File: src/rtl/sd_cmd_engine.sv
// SD command-line engine: 48-bit command out with CRC7, optional 48-bit response in.
// Define SD_CMD_RESP_CRC_EN to check the CRC7 of received responses.
module sd_cmd_engine #(
  parameter logic [7:0] DEFAULT_DIV  = 8'd124,
  parameter int         RESP_TIMEOUT = 64,
  parameter int         NCC_CLOCKS   = 8
) (
  input  logic        i_clock,
  input  logic        i_reset,
  input  logic        i_request,
  input  logic        i_rw,
  input  logic [1:0]  i_address,
  input  logic [31:0] i_wdata,
  output logic [31:0] o_rdata,
  output logic        o_ready,
  output logic        SD_CLK,
  output logic        SD_CMD_out,
  output logic        SD_CMD_oe,
  input  logic        SD_CMD_in
);

  typedef enum logic [2:0] {
    S_IDLE, S_INIT, S_SEND, S_WAIT, S_RECV, S_NCC
  } state_t;

  localparam logic [6:0] INIT_LAST = 7'd80;
  localparam logic [6:0] NCC_LAST  = 7'(NCC_CLOCKS);
  localparam logic [6:0] TO_LAST   = 7'(RESP_TIMEOUT - 1);

  function automatic logic [6:0] crc7(input logic [39:0] d);
    logic [6:0] c;
    logic       fb;
    c = '0;
    for (int i = 39; i >= 0; i--) begin
      fb = d[i] ^ c[6];
      c  = {c[5:0], 1'b0} ^ (fb ? 7'h09 : 7'h00);
    end
    return c;
  endfunction

  state_t      state_q, state_d;
  logic [7:0]  div_cnt_q, div_cnt_d;
  logic        sdclk_q, sdclk_d;
  logic        cmd_out_q, cmd_out_d;
  logic        cmd_oe_q, cmd_oe_d;
  logic [6:0]  bit_cnt_q, bit_cnt_d;
  logic [47:0] shreg_q, shreg_d;
  logic [31:0] arg_q, arg_d;
  logic [7:0]  div_q, div_d;
  logic [31:0] resp_q, resp_d;
  logic [5:0]  resp_idx_q, resp_idx_d;
  logic        done_q, done_d;
  logic        timeout_q, timeout_d;
  logic        crc_err_q, crc_err_d;
  logic        resp_en_q, resp_en_d;
  logic [31:0] rdata_q, rdata_d;
  logic        ready_q, ready_d;

  logic        busy, tick, rise, fall, wr_idle, resp_bad;
  logic [39:0] hdr;
  logic [47:0] frame, rx;
  logic [31:0] status, rd_mux;
  logic        unused_shreg;

  assign busy    = (state_q != S_IDLE);
  assign tick    = busy && (div_cnt_q == div_q);
  assign rise    = tick && !sdclk_q;
  assign fall    = tick && sdclk_q;
  assign wr_idle = i_request && i_rw && !busy;
  assign hdr     = {2'b01, i_wdata[5:0], arg_q};
  assign frame   = {hdr, crc7(hdr), 1'b1};
  assign rx      = {shreg_q[46:0], SD_CMD_in};
  assign unused_shreg = shreg_q[47];

`ifdef SD_CMD_RESP_CRC_EN
  assign resp_bad = ~rx[0] | (crc7(rx[47:8]) != rx[7:1]);
`else
  logic unused_rx;
  assign unused_rx = ^{rx[47:46], rx[7:1]};
  assign resp_bad  = ~rx[0];
`endif

  assign status = {10'b0, resp_idx_q, 12'b0,
                   crc_err_q, timeout_q, done_q, busy};

  always_comb begin
    rd_mux = '0;
    unique case (i_address)
      2'd0: rd_mux = arg_q;
      2'd1: rd_mux = status;
      2'd2: rd_mux = resp_q;
      2'd3: rd_mux = {24'b0, div_q};
      default: rd_mux = '0;
    endcase
  end

  always_comb begin
    state_d    = state_q;
    div_cnt_d  = div_cnt_q;
    sdclk_d    = sdclk_q;
    cmd_out_d  = cmd_out_q;
    cmd_oe_d   = cmd_oe_q;
    bit_cnt_d  = bit_cnt_q;
    shreg_d    = shreg_q;
    arg_d      = arg_q;
    div_d      = div_q;
    resp_d     = resp_q;
    resp_idx_d = resp_idx_q;
    done_d     = done_q;
    timeout_d  = timeout_q;
    crc_err_d  = crc_err_q;
    resp_en_d  = resp_en_q;
    ready_d    = i_request;
    rdata_d    = rdata_q;

    if (i_request && !i_rw) rdata_d = rd_mux;

    if (busy) begin
      if (tick) begin
        div_cnt_d = '0;
        sdclk_d   = ~sdclk_q;
      end else begin
        div_cnt_d = div_cnt_q + 8'd1;
      end
    end

    unique case (state_q)
      S_IDLE: begin
        if (wr_idle) begin
          unique case (i_address)
            2'd0: arg_d = i_wdata;
            2'd1: begin
              done_d    = 1'b0;
              timeout_d = 1'b0;
              crc_err_d = 1'b0;
              bit_cnt_d = '0;
              cmd_oe_d  = 1'b1;
              if (i_wdata[8]) begin
                state_d   = S_INIT;
                cmd_out_d = 1'b1;
              end else begin
                state_d   = S_SEND;
                resp_en_d = i_wdata[6];
                shreg_d   = frame;
                cmd_out_d = frame[47];
              end
            end
            2'd3: div_d = i_wdata[7:0];
            default: ;
          endcase
        end
      end
      S_INIT: begin
        if (rise) bit_cnt_d = bit_cnt_q + 7'd1;
        if (fall && bit_cnt_q == INIT_LAST) begin
          state_d   = S_IDLE;
          done_d    = 1'b1;
          div_cnt_d = '0;
        end
      end
      S_SEND: begin
        if (fall) begin
          if (bit_cnt_q == 7'd47) begin
            bit_cnt_d = '0;
            cmd_out_d = 1'b1;
            if (resp_en_q) begin
              state_d  = S_WAIT;
              cmd_oe_d = 1'b0;
            end else begin
              state_d  = S_NCC;
            end
          end else begin
            bit_cnt_d = bit_cnt_q + 7'd1;
            shreg_d   = {shreg_q[46:0], 1'b0};
            cmd_out_d = shreg_q[46];
          end
        end
      end
      S_WAIT: begin
        if (rise) begin
          if (!SD_CMD_in) begin
            state_d   = S_RECV;
            shreg_d   = '0;
            bit_cnt_d = 7'd1;
          end else if (bit_cnt_q == TO_LAST) begin
            state_d   = S_NCC;
            timeout_d = 1'b1;
            bit_cnt_d = '0;
          end else begin
            bit_cnt_d = bit_cnt_q + 7'd1;
          end
        end
      end
      S_RECV: begin
        if (rise) begin
          shreg_d = rx;
          if (bit_cnt_q == 7'd47) begin
            state_d    = S_NCC;
            bit_cnt_d  = '0;
            resp_idx_d = rx[45:40];
            resp_d     = rx[39:8];
            crc_err_d  = resp_bad;
          end else begin
            bit_cnt_d = bit_cnt_q + 7'd1;
          end
        end
      end
      S_NCC: begin
        // card may still drive its last bit until the falling edge
        if (fall) begin
          cmd_oe_d  = 1'b1;
          cmd_out_d = 1'b1;
        end
        if (rise) bit_cnt_d = bit_cnt_q + 7'd1;
        if (fall && bit_cnt_q == NCC_LAST) begin
          state_d   = S_IDLE;
          done_d    = 1'b1;
          div_cnt_d = '0;
        end
      end
      default: state_d = S_IDLE;
    endcase

    if (state_d == S_IDLE) sdclk_d = 1'b0;
  end

  always_ff @(posedge i_clock) begin
    if (!i_reset) begin
      state_q    <= S_IDLE;
      div_cnt_q  <= '0;
      sdclk_q    <= 1'b0;
      cmd_out_q  <= 1'b1;
      cmd_oe_q   <= 1'b0;
      bit_cnt_q  <= '0;
      shreg_q    <= '0;
      arg_q      <= '0;
      div_q      <= DEFAULT_DIV;
      resp_q     <= '0;
      resp_idx_q <= '0;
      done_q     <= 1'b0;
      timeout_q  <= 1'b0;
      crc_err_q  <= 1'b0;
      resp_en_q  <= 1'b0;
      rdata_q    <= '0;
      ready_q    <= 1'b0;
    end else begin
      state_q    <= state_d;
      div_cnt_q  <= div_cnt_d;
      sdclk_q    <= sdclk_d;
      cmd_out_q  <= cmd_out_d;
      cmd_oe_q   <= cmd_oe_d;
      bit_cnt_q  <= bit_cnt_d;
      shreg_q    <= shreg_d;
      arg_q      <= arg_d;
      div_q      <= div_d;
      resp_q     <= resp_d;
      resp_idx_q <= resp_idx_d;
      done_q     <= done_d;
      timeout_q  <= timeout_d;
      crc_err_q  <= crc_err_d;
      resp_en_q  <= resp_en_d;
      rdata_q    <= rdata_d;
      ready_q    <= ready_d;
    end
  end

  assign o_rdata    = rdata_q;
  assign o_ready    = ready_q;
  assign SD_CLK     = sdclk_q;
  assign SD_CMD_out = cmd_out_q;
  assign SD_CMD_oe  = cmd_oe_q;

endmodule

File: config.mk
export PLATFORM = sky130hd
export DESIGN_NAME = sd_cmd_engine
export DESIGN_NICKNAME = d
export VERILOG_FILES = /design/src/rtl/sd_cmd_engine.sv
export SDC_FILE = /design/constraint.sdc
export NUM_CORES = 1
export LEC_CHECK = 0
export CORE_MARGIN = 2
export CORE_UTILIZATION = 60
export CTS_BUF_LIST = sky130_fd_sc_hd__clkbuf_2
export DETAILED_ROUTE_END_ITERATION = 10
export PLACE_DENSITY = 0.82
export SLEW_MARGIN = 30
export SYNTH_ARGS = -nofsm -noshare
export SYNTH_HDL_FRONTEND = slang
export SYNTH_SLANG_ARGS = --single-unit
File: constraint.sdc
create_clock -name i_clock -period 3.5 [get_ports i_clock]
set_input_delay 0.7 -clock i_clock [delete_from_list [all_inputs] [get_ports i_clock]]
set_output_delay 0.7 -clock i_clock [all_outputs]
set_load 0.01 [all_outputs]
## Yosys cells after proc, flatten, opt, wreduce, memory -nomap -nowiden

Index checks and enable logic that the tools add are counted.
Widths: inputs -> output; s select.

- $add $sub $neg: 2
- Eq/ne operators: 30
- Multiplexer cells: 102
- Bitwise logic cells: 79
- Reduce and logical (&&, ||, !) cells: 35

Operators with widths:

| cell | count |
|---|---|
| $mux 47 | 8 |
| $xor 7x4->7 | 36 |
| $pmux 47 s4 | 1 |
| $mux 4 | 38 |
| $pmux 32 s4 | 1 |
| $mux 7 | 9 |
| $mux 3 | 12 |
| $pmux 7 s5 | 1 |
| $xor 1x1->1 | 35 |
| $mux 8 | 4 |
| $ne 2x2->1 const B | 15 |
| $mux 1 | 20 |
| $pmux 3 s6 | 1 |
| $pmux 8 s2 | 1 |
| $reduce_and 5->1 | 3 |
| $eq 7x6->1 const B | 2 |
| $reduce_and 7->1 | 2 |
| $pmux 1 s3 | 3 |
| $reduce_and 3->1 | 3 |
| $reduce_and 9->1 | 1 |
| $reduce_bool 3->1 | 3 |
| $add 8x1->8 const B | 1 |
| $eq 8x8->1 | 1 |
| $logic_and 1x1->1 | 8 |
| 25 further kinds | 39 |

- Register bits: 183
- Input bits: 39
- Output and inout bits: 36
- Word-level logic and storage cells: 265

## Longest topological paths before layout

- Word-level depth: 113
- Depth in mapped cells: 10
- Depth with buffers taken out: 8

## Least setup slack after synthesis

Ideal clock, no wire load.

- Kind: input to register
- From: input i_wdata[5]
- To: register shreg_q[6]
- Setup time: 0.133 ns
- Arrival time: 2.690 ns
- Required time: 3.367 ns
- Slack: 0.677 ns
- Stages: 8
- Buffers on the path: 1
- Cells stage by stage: buf_2 xor3_2 xnor3_1 xnor3_2 xnor2_1 xnor3_1 a22oi_2 a21oi_1

- Word-level cells in the longest chain between the ends: 58
- Elaborated cells between the ends (all ways): 82
- Those cells by class: 25 x mux; 57 x bitwise

Ends and longest elaborated chain:

| what | line | source |
|---|---|---|
| from (decl) | 13 | `input logic [31:0] i_wdata,` |
| $mux 4 * | 36 | `c = {c[5:0], 1'b0} ^ (fb ? 7'h09 : 7'h00);` |
| $xor 6x4->6 * | 36 |  |
| $xor 7x4->7 * (2 in a row) | 36 |  |
| $xor 1x1->1 or $xor 7x4->7 (tied branches) | 35, 36 |  |
| $mux 4 or $xor 7x4->7 (tied branches) | 36 |  |
| $xor 7x4->7 * (4 in a row) | 36 |  |
| $xor 1x1->1 or $xor 7x4->7 (tied branches) | 35, 36 |  |
| $mux 4 or $xor 7x4->7 (tied branches) | 36 |  |
| [... 30 more ...] | - |  |
| $xor 7x4->7 * (4 in a row) | 36 |  |
| $xor 1x1->1 or $xor 7x4->7 (tied branches) | 35, 36 |  |
| $mux 4 or $xor 7x4->7 (tied branches) | 36 |  |
| $xor 7x4->7 * (6 in a row) | 36 |  |
| $mux 47 * | 138 | `if (i_wdata[8]) begin` |
| $mux 47 * | 130 | `unique case (i_address)` |
| $mux 47 * | 129 | `if (wr_idle) begin` |
| $pmux 47 s4 * | 127 | `unique case (state_q)` |
| to (signal assigned) | 253 | `shreg_q <= shreg_d;` |
| to (decl) | 47 | `logic [47:0] shreg_q, shreg_d;` |

Every way passes the cells marked *; elsewhere a longest branch is shown, timed or not. The select of a mux whose other input is x is not followed.
A chain may end at the register's enable or synchronous reset.

## Final worst setup path

- From: register div_q[4]
- To: register shreg_q[19]

- Word-level cells in the longest chain between the ends: 5
- Elaborated cells between the ends (all ways): 8
- Those cells by class: 4 x eq/ne; 4 x reduce/logical

Ends and longest elaborated chain:

| what | line | source |
|---|---|---|
| from (decl) | 49 | `logic [7:0] div_q, div_d;` |
| from (signal assigned) | 255 | `div_q <= div_d;` |
| $eq 8x8->1 * | 66 | `assign tick = busy && (div_cnt_q == div_q);` |
| $logic_and 1x1->1 * | 66 |  |
| $logic_and 1x1->1 (on tied branches) | 67, 68 |  |
| $ne 2x2->1 (no line) | - |  |
| $reduce_and 9->1 (no line) * | - |  |

Every way passes the cells marked *; elsewhere a longest branch is shown, timed or not.

==> metrics.md <==
| Metric | Value |
|---|---|
| CP max stage delay | `0.50 ns` |
| Switch share | `30.3%` |
| Design Power | `0.00404 W` |
| Synthesized flop and latch total | `183` |
| CTS tree | `done` |
| Period utilization | `78.5%` |
| Combinational Power Share | `21.4%` |
| Pleak | `3.50 nW` |
| Final setup fails | `0` |
| Final Worst Setup Slack | `0.754 ns` |
| Post-CTS Hold Buffers | `0` |
| Synth cell types | `58` |
| Worst-path clk slew | `0.30 ns` |
| Sequential area share after synthesis | `42.1%` |
| Height of the die | `124 um` |
| Gp weighted congestion | `0.971` |
| Crit path time final | `2.75 ns` |
| Mapped cell area | `8700 um2` |
| Unrepaired setup endpoints after global routing | `no` |
| Async SR Flop Fraction | `0%` |
| Clock buffer depth | `2` |
| Total Routing Usage GR | `29.1%` |
| Reg2reg start | `div_q[4]$_SDFFE_PN1P_` |
| Setup crit end kind | `flip-flop` |
| Fill cell count | `1,167` |
| DR WL/cell | `17.9 um` |
| Worst reg2reg endpoint | `shreg_q[19]$_SDFFE_PN0P_` |
| Die area | `15,500 um2` |
| H-tree lvl count | `4` |
| Sequential Area | `3660 um2` |
| Critical path buffers and inverters | `1` |
| Mapped Cells | `1,006` |
| HP Class | `input port to flip-flop` |
| Fmax | `0.364 GHz` |
| Status | `complete, no violations` |
| Dominant synthesized flop cell | `dfxtp_1` |
| Clk sink count | `183` |
| Tightest Pin Transition | `0.785 ns` |
| Cell Chain, Critical Path | `xor2_1, nor4_1, and3_1, a22oi_1, nor2_4, buf_12, nor2_1, a211oi_1` |
| Worst Hold Launch | `i_wdata[13]` |
| Power density cells | `407 nW/um2` |
| Flop pwr share | `54.2%` |
| Layout area overhead | `14.1%` |
| WP data arrival | `3.46 ns` |
| Clock Skew | `0.0481 ns` |
| FF-to-FF path depth | `8` |
| Routed Antenna Nets | `0` |
| Worst slack, placed | `0.00414 ns` |
| Layout cells sized above 1 | `10.3%` |
| Clock network fraction of design power | `24.4%` |
| Post-DR vias/cell | `6.02` |
| Total of max-cap violations | `0` |
| CTS Buf Count | `17` |
| # rows | `44` |
| Initial antenna violation count | `1` |
| Die width | `124 um` |
| Setup CP Type | `flip-flop to flip-flop` |
| Hold Path Sink | `arg_q[13]$_SDFFE_PN0P_` |
| Max transition margin | `47.7%` |
| R2R Setup Slk | `0.75 ns` |
| HPWL after DPL | `15,000 um` |
| Worst-Skew Late Latency | `0.80 ns` |
| First-pass DRT Iterations | `9` |
| 1st-iter DRT viols | `877` |
| Sw power | `0.00122 W` |
| DRC viols | `0` |
| TNS Setup | `0 ns` |
| Post-synth EDFFs | `0` |
| Postcts setup bufs | `0` |
| Avg Inst Size Synth | `8.65 um2` |
| WP data required | `4.22 ns` |
| IO Pins | `75` |
| Post_cts resized | `0` |
| Post-synthesis net count | `1,048` |
| Internal | `0.00282 W` |
| Vias in the first global route | `6,828` |
| Core Box Area | `14,400 um2` |
| # port buffers | `74` |
| Worst path top cell family by delay | `simple AND/OR/NAND/NOR gates` |
| Yosys warning count | `0` |
| Clock root cell | `clkbuf_2` |
| Multi-input gate area | `4740 um2` |
| Remaining global-route overflow | `0` |
| Final wirelength | `22,400 um` |
| Pins Over Slew Limit | `0` |
| Slowest cell on crit path | `and3_1` |
| Worst Path Max Fanout | `48` |
| Maximum VDD drop | `275 uV` |
| Hold Vio Cnt, Final | `0` |
| Largest net degree at the start of global routing | `49` |
| Routed vias | `7,540` |
| Crit path launch type | `flip-flop` |
| First-pass GRT wire length | `36,300 um` |
| Hold Path Cell Cnt | `3` |
| Nets | `1,097` |
| Initial Util | `60.6%` |
routing by layer:
| layer | routed length, um | GRT usage (%) | part of all wire (%) | vias to the layer above |
|---|---|---|---|---|
| met5 | 0 | 0 | 0 | - |
| met4 | 473 | 9.19 | 2.1 | 0 |
| met1 | 9880 | 42.1 | 44 | 3503 |
| li1 | - | - | - | 3617 |
| met3 | 1870 | 5.46 | 8.3 | 44 |
| met2 | 10200 | 44.5 | 46 | 376 |
layout make-up:
cell class	instances	share of cell area [%]
flip-flops and latches	183	36.9
well taps	184	2.32
multi-input cells	739	47.8
diodes	1	0.0252
clock buffers	17	0.857
inverters	9	0.366
clock inverters	15	1.17
repair buffers	105	10.6
worst max path at each step:
stage                            startpoint                  endpoint  cells after the start  slack [ns]
global placement                 i_wdata[5]   shreg_q[1]$_SDFFE_PN0P_                      8        0.07
floorplan                        i_wdata[5]   shreg_q[6]$_SDFFE_PN0P_                      8        0.68
finish                div_q[4]$_SDFFE_PN1P_  shreg_q[19]$_SDFFE_PN0P_                      8        0.75
detailed placement               i_wdata[5]   shreg_q[1]$_SDFFE_PN0P_                      8       0.004
CTS                     SD_CLK$_SDFFE_PP0P_                    SD_CLK                      1        0.79
global route        div_cnt_q[2]$_SDFF_PN0_   shreg_q[5]$_SDFFE_PN0P_                      8        0.48
power by group through the flow:
stage	combinational, W	sequential, W	clock, W
5_1_grt	0.000934	0.00220	0.00108
3_3_place_gp	0.000841	0.00223	0
2_1_floorplan	0.000657	0.00221	0
6_report	0.000863	0.00219	0.000985
4_1_cts	0.000858	0.00219	0.000992
3_5_place_dp	0.000851	0.00223	0
cells in the final DEF, fill, tap and decap left out, drive strengths merged, types with 3 or more instances in the layout:
cell type	instances
dfxtp	183
nand2	173
nor2	115
a21oi	97
clkdlybuf4s50	74
a22oi	62
a211oi	47
xnor2	40
buf	31
mux2	22
o21ai	22
xor2	21
xnor3	18
clkbuf	17
nor3	17
mux2i	16
inv	16
a31oi	7
nand3	7
nand2b	6
nor2b	6
clkinv	6
nand4	5
and3	5
nand3b	4
o211ai	4
a221oi	4
mux4	4
and2	3
nor3b	3
ha	3
nor4	3
or2	3
metrics by stage:
| step | area, um2 | cells | util, % | hold WS, ns |
|---|---|---|---|---|
| finish | 9930 | 1253 | 69.1 | 0.408 |
| global route | 9930 | 1253 | 69.1 | 0.384 |
| CTS | 9920 | 1252 | 69.1 | 0.394 |
| detailed placement | 9720 | 1220 | 67.7 | 0.444 |
| global placement | 9720 | 1220 | 67.7 | 0.439 |
| floorplan | 8700 | 1006 | - | 0.433 |
state kept, by name (all words and copies together), names as in the netlist, 3 cells and up:
register / flops
div_cnt_q: 8
resp_idx_q: 6
bit_cnt_q: 7
state_q: 3
div_q: 8
shreg_q: 47
o_rdata: 32
arg_q: 32
resp_q: 32
Yosys cell counts, drive strengths merged, types with 6 or more instances:
| master | count | area share (%) |
|---|---|---|
| nor3 | 17 | 1.0 |
| a211oi | 47 | 4.1 |
| nand2 | 173 | 7.5 |
| mux2 | 22 | 2.8 |
| nand2b | 6 | 0.43 |
| o21ai | 22 | 1.3 |
| xnor3 | 18 | 4.7 |
| nor2b | 6 | 0.43 |
| buf | 14 | 0.72 |
| nor2 | 115 | 5.0 |
| a22oi | 62 | 5.4 |
| mux2i | 16 | 1.8 |
| xnor2 | 40 | 4.4 |
| dfxtp | 183 | 42 |
| clkbuf | 61 | 2.6 |
| inv | 9 | 0.39 |
| nand3 | 7 | 0.40 |
| a21oi | 97 | 5.6 |
| a31oi | 7 | 0.50 |
| xor2 | 21 | 2.1 |
worst reg2reg max path: cells and delay by family, from the launching register on:
family	cells	cell delay, ns
buffers and inverters	1	0.27
flip-flops	1	0.44
AO/OA/AOI/OAI	2	0.45
AND/OR/NAND/NOR	4	1.34
XOR/XNOR	1	0.18
logic make-up (layout without fill, tap and decap cells):
family / after synthesis / in the layout / synth area share (%)
buf+inv: 84 / 146 / 3.74
xor+xnor: 81 / 81 / 11.8
other cells: 0 / 1 / 0
fa+ha+maj: 3 / 3 / 0.431
compound gates: 259 / 259 / 19.1
simple gates: 354 / 354 / 17.1
flops: 183 / 183 / 42.1
mux: 42 / 42 / 5.72
No activity file was read; power rests on OpenSTA's default activity.
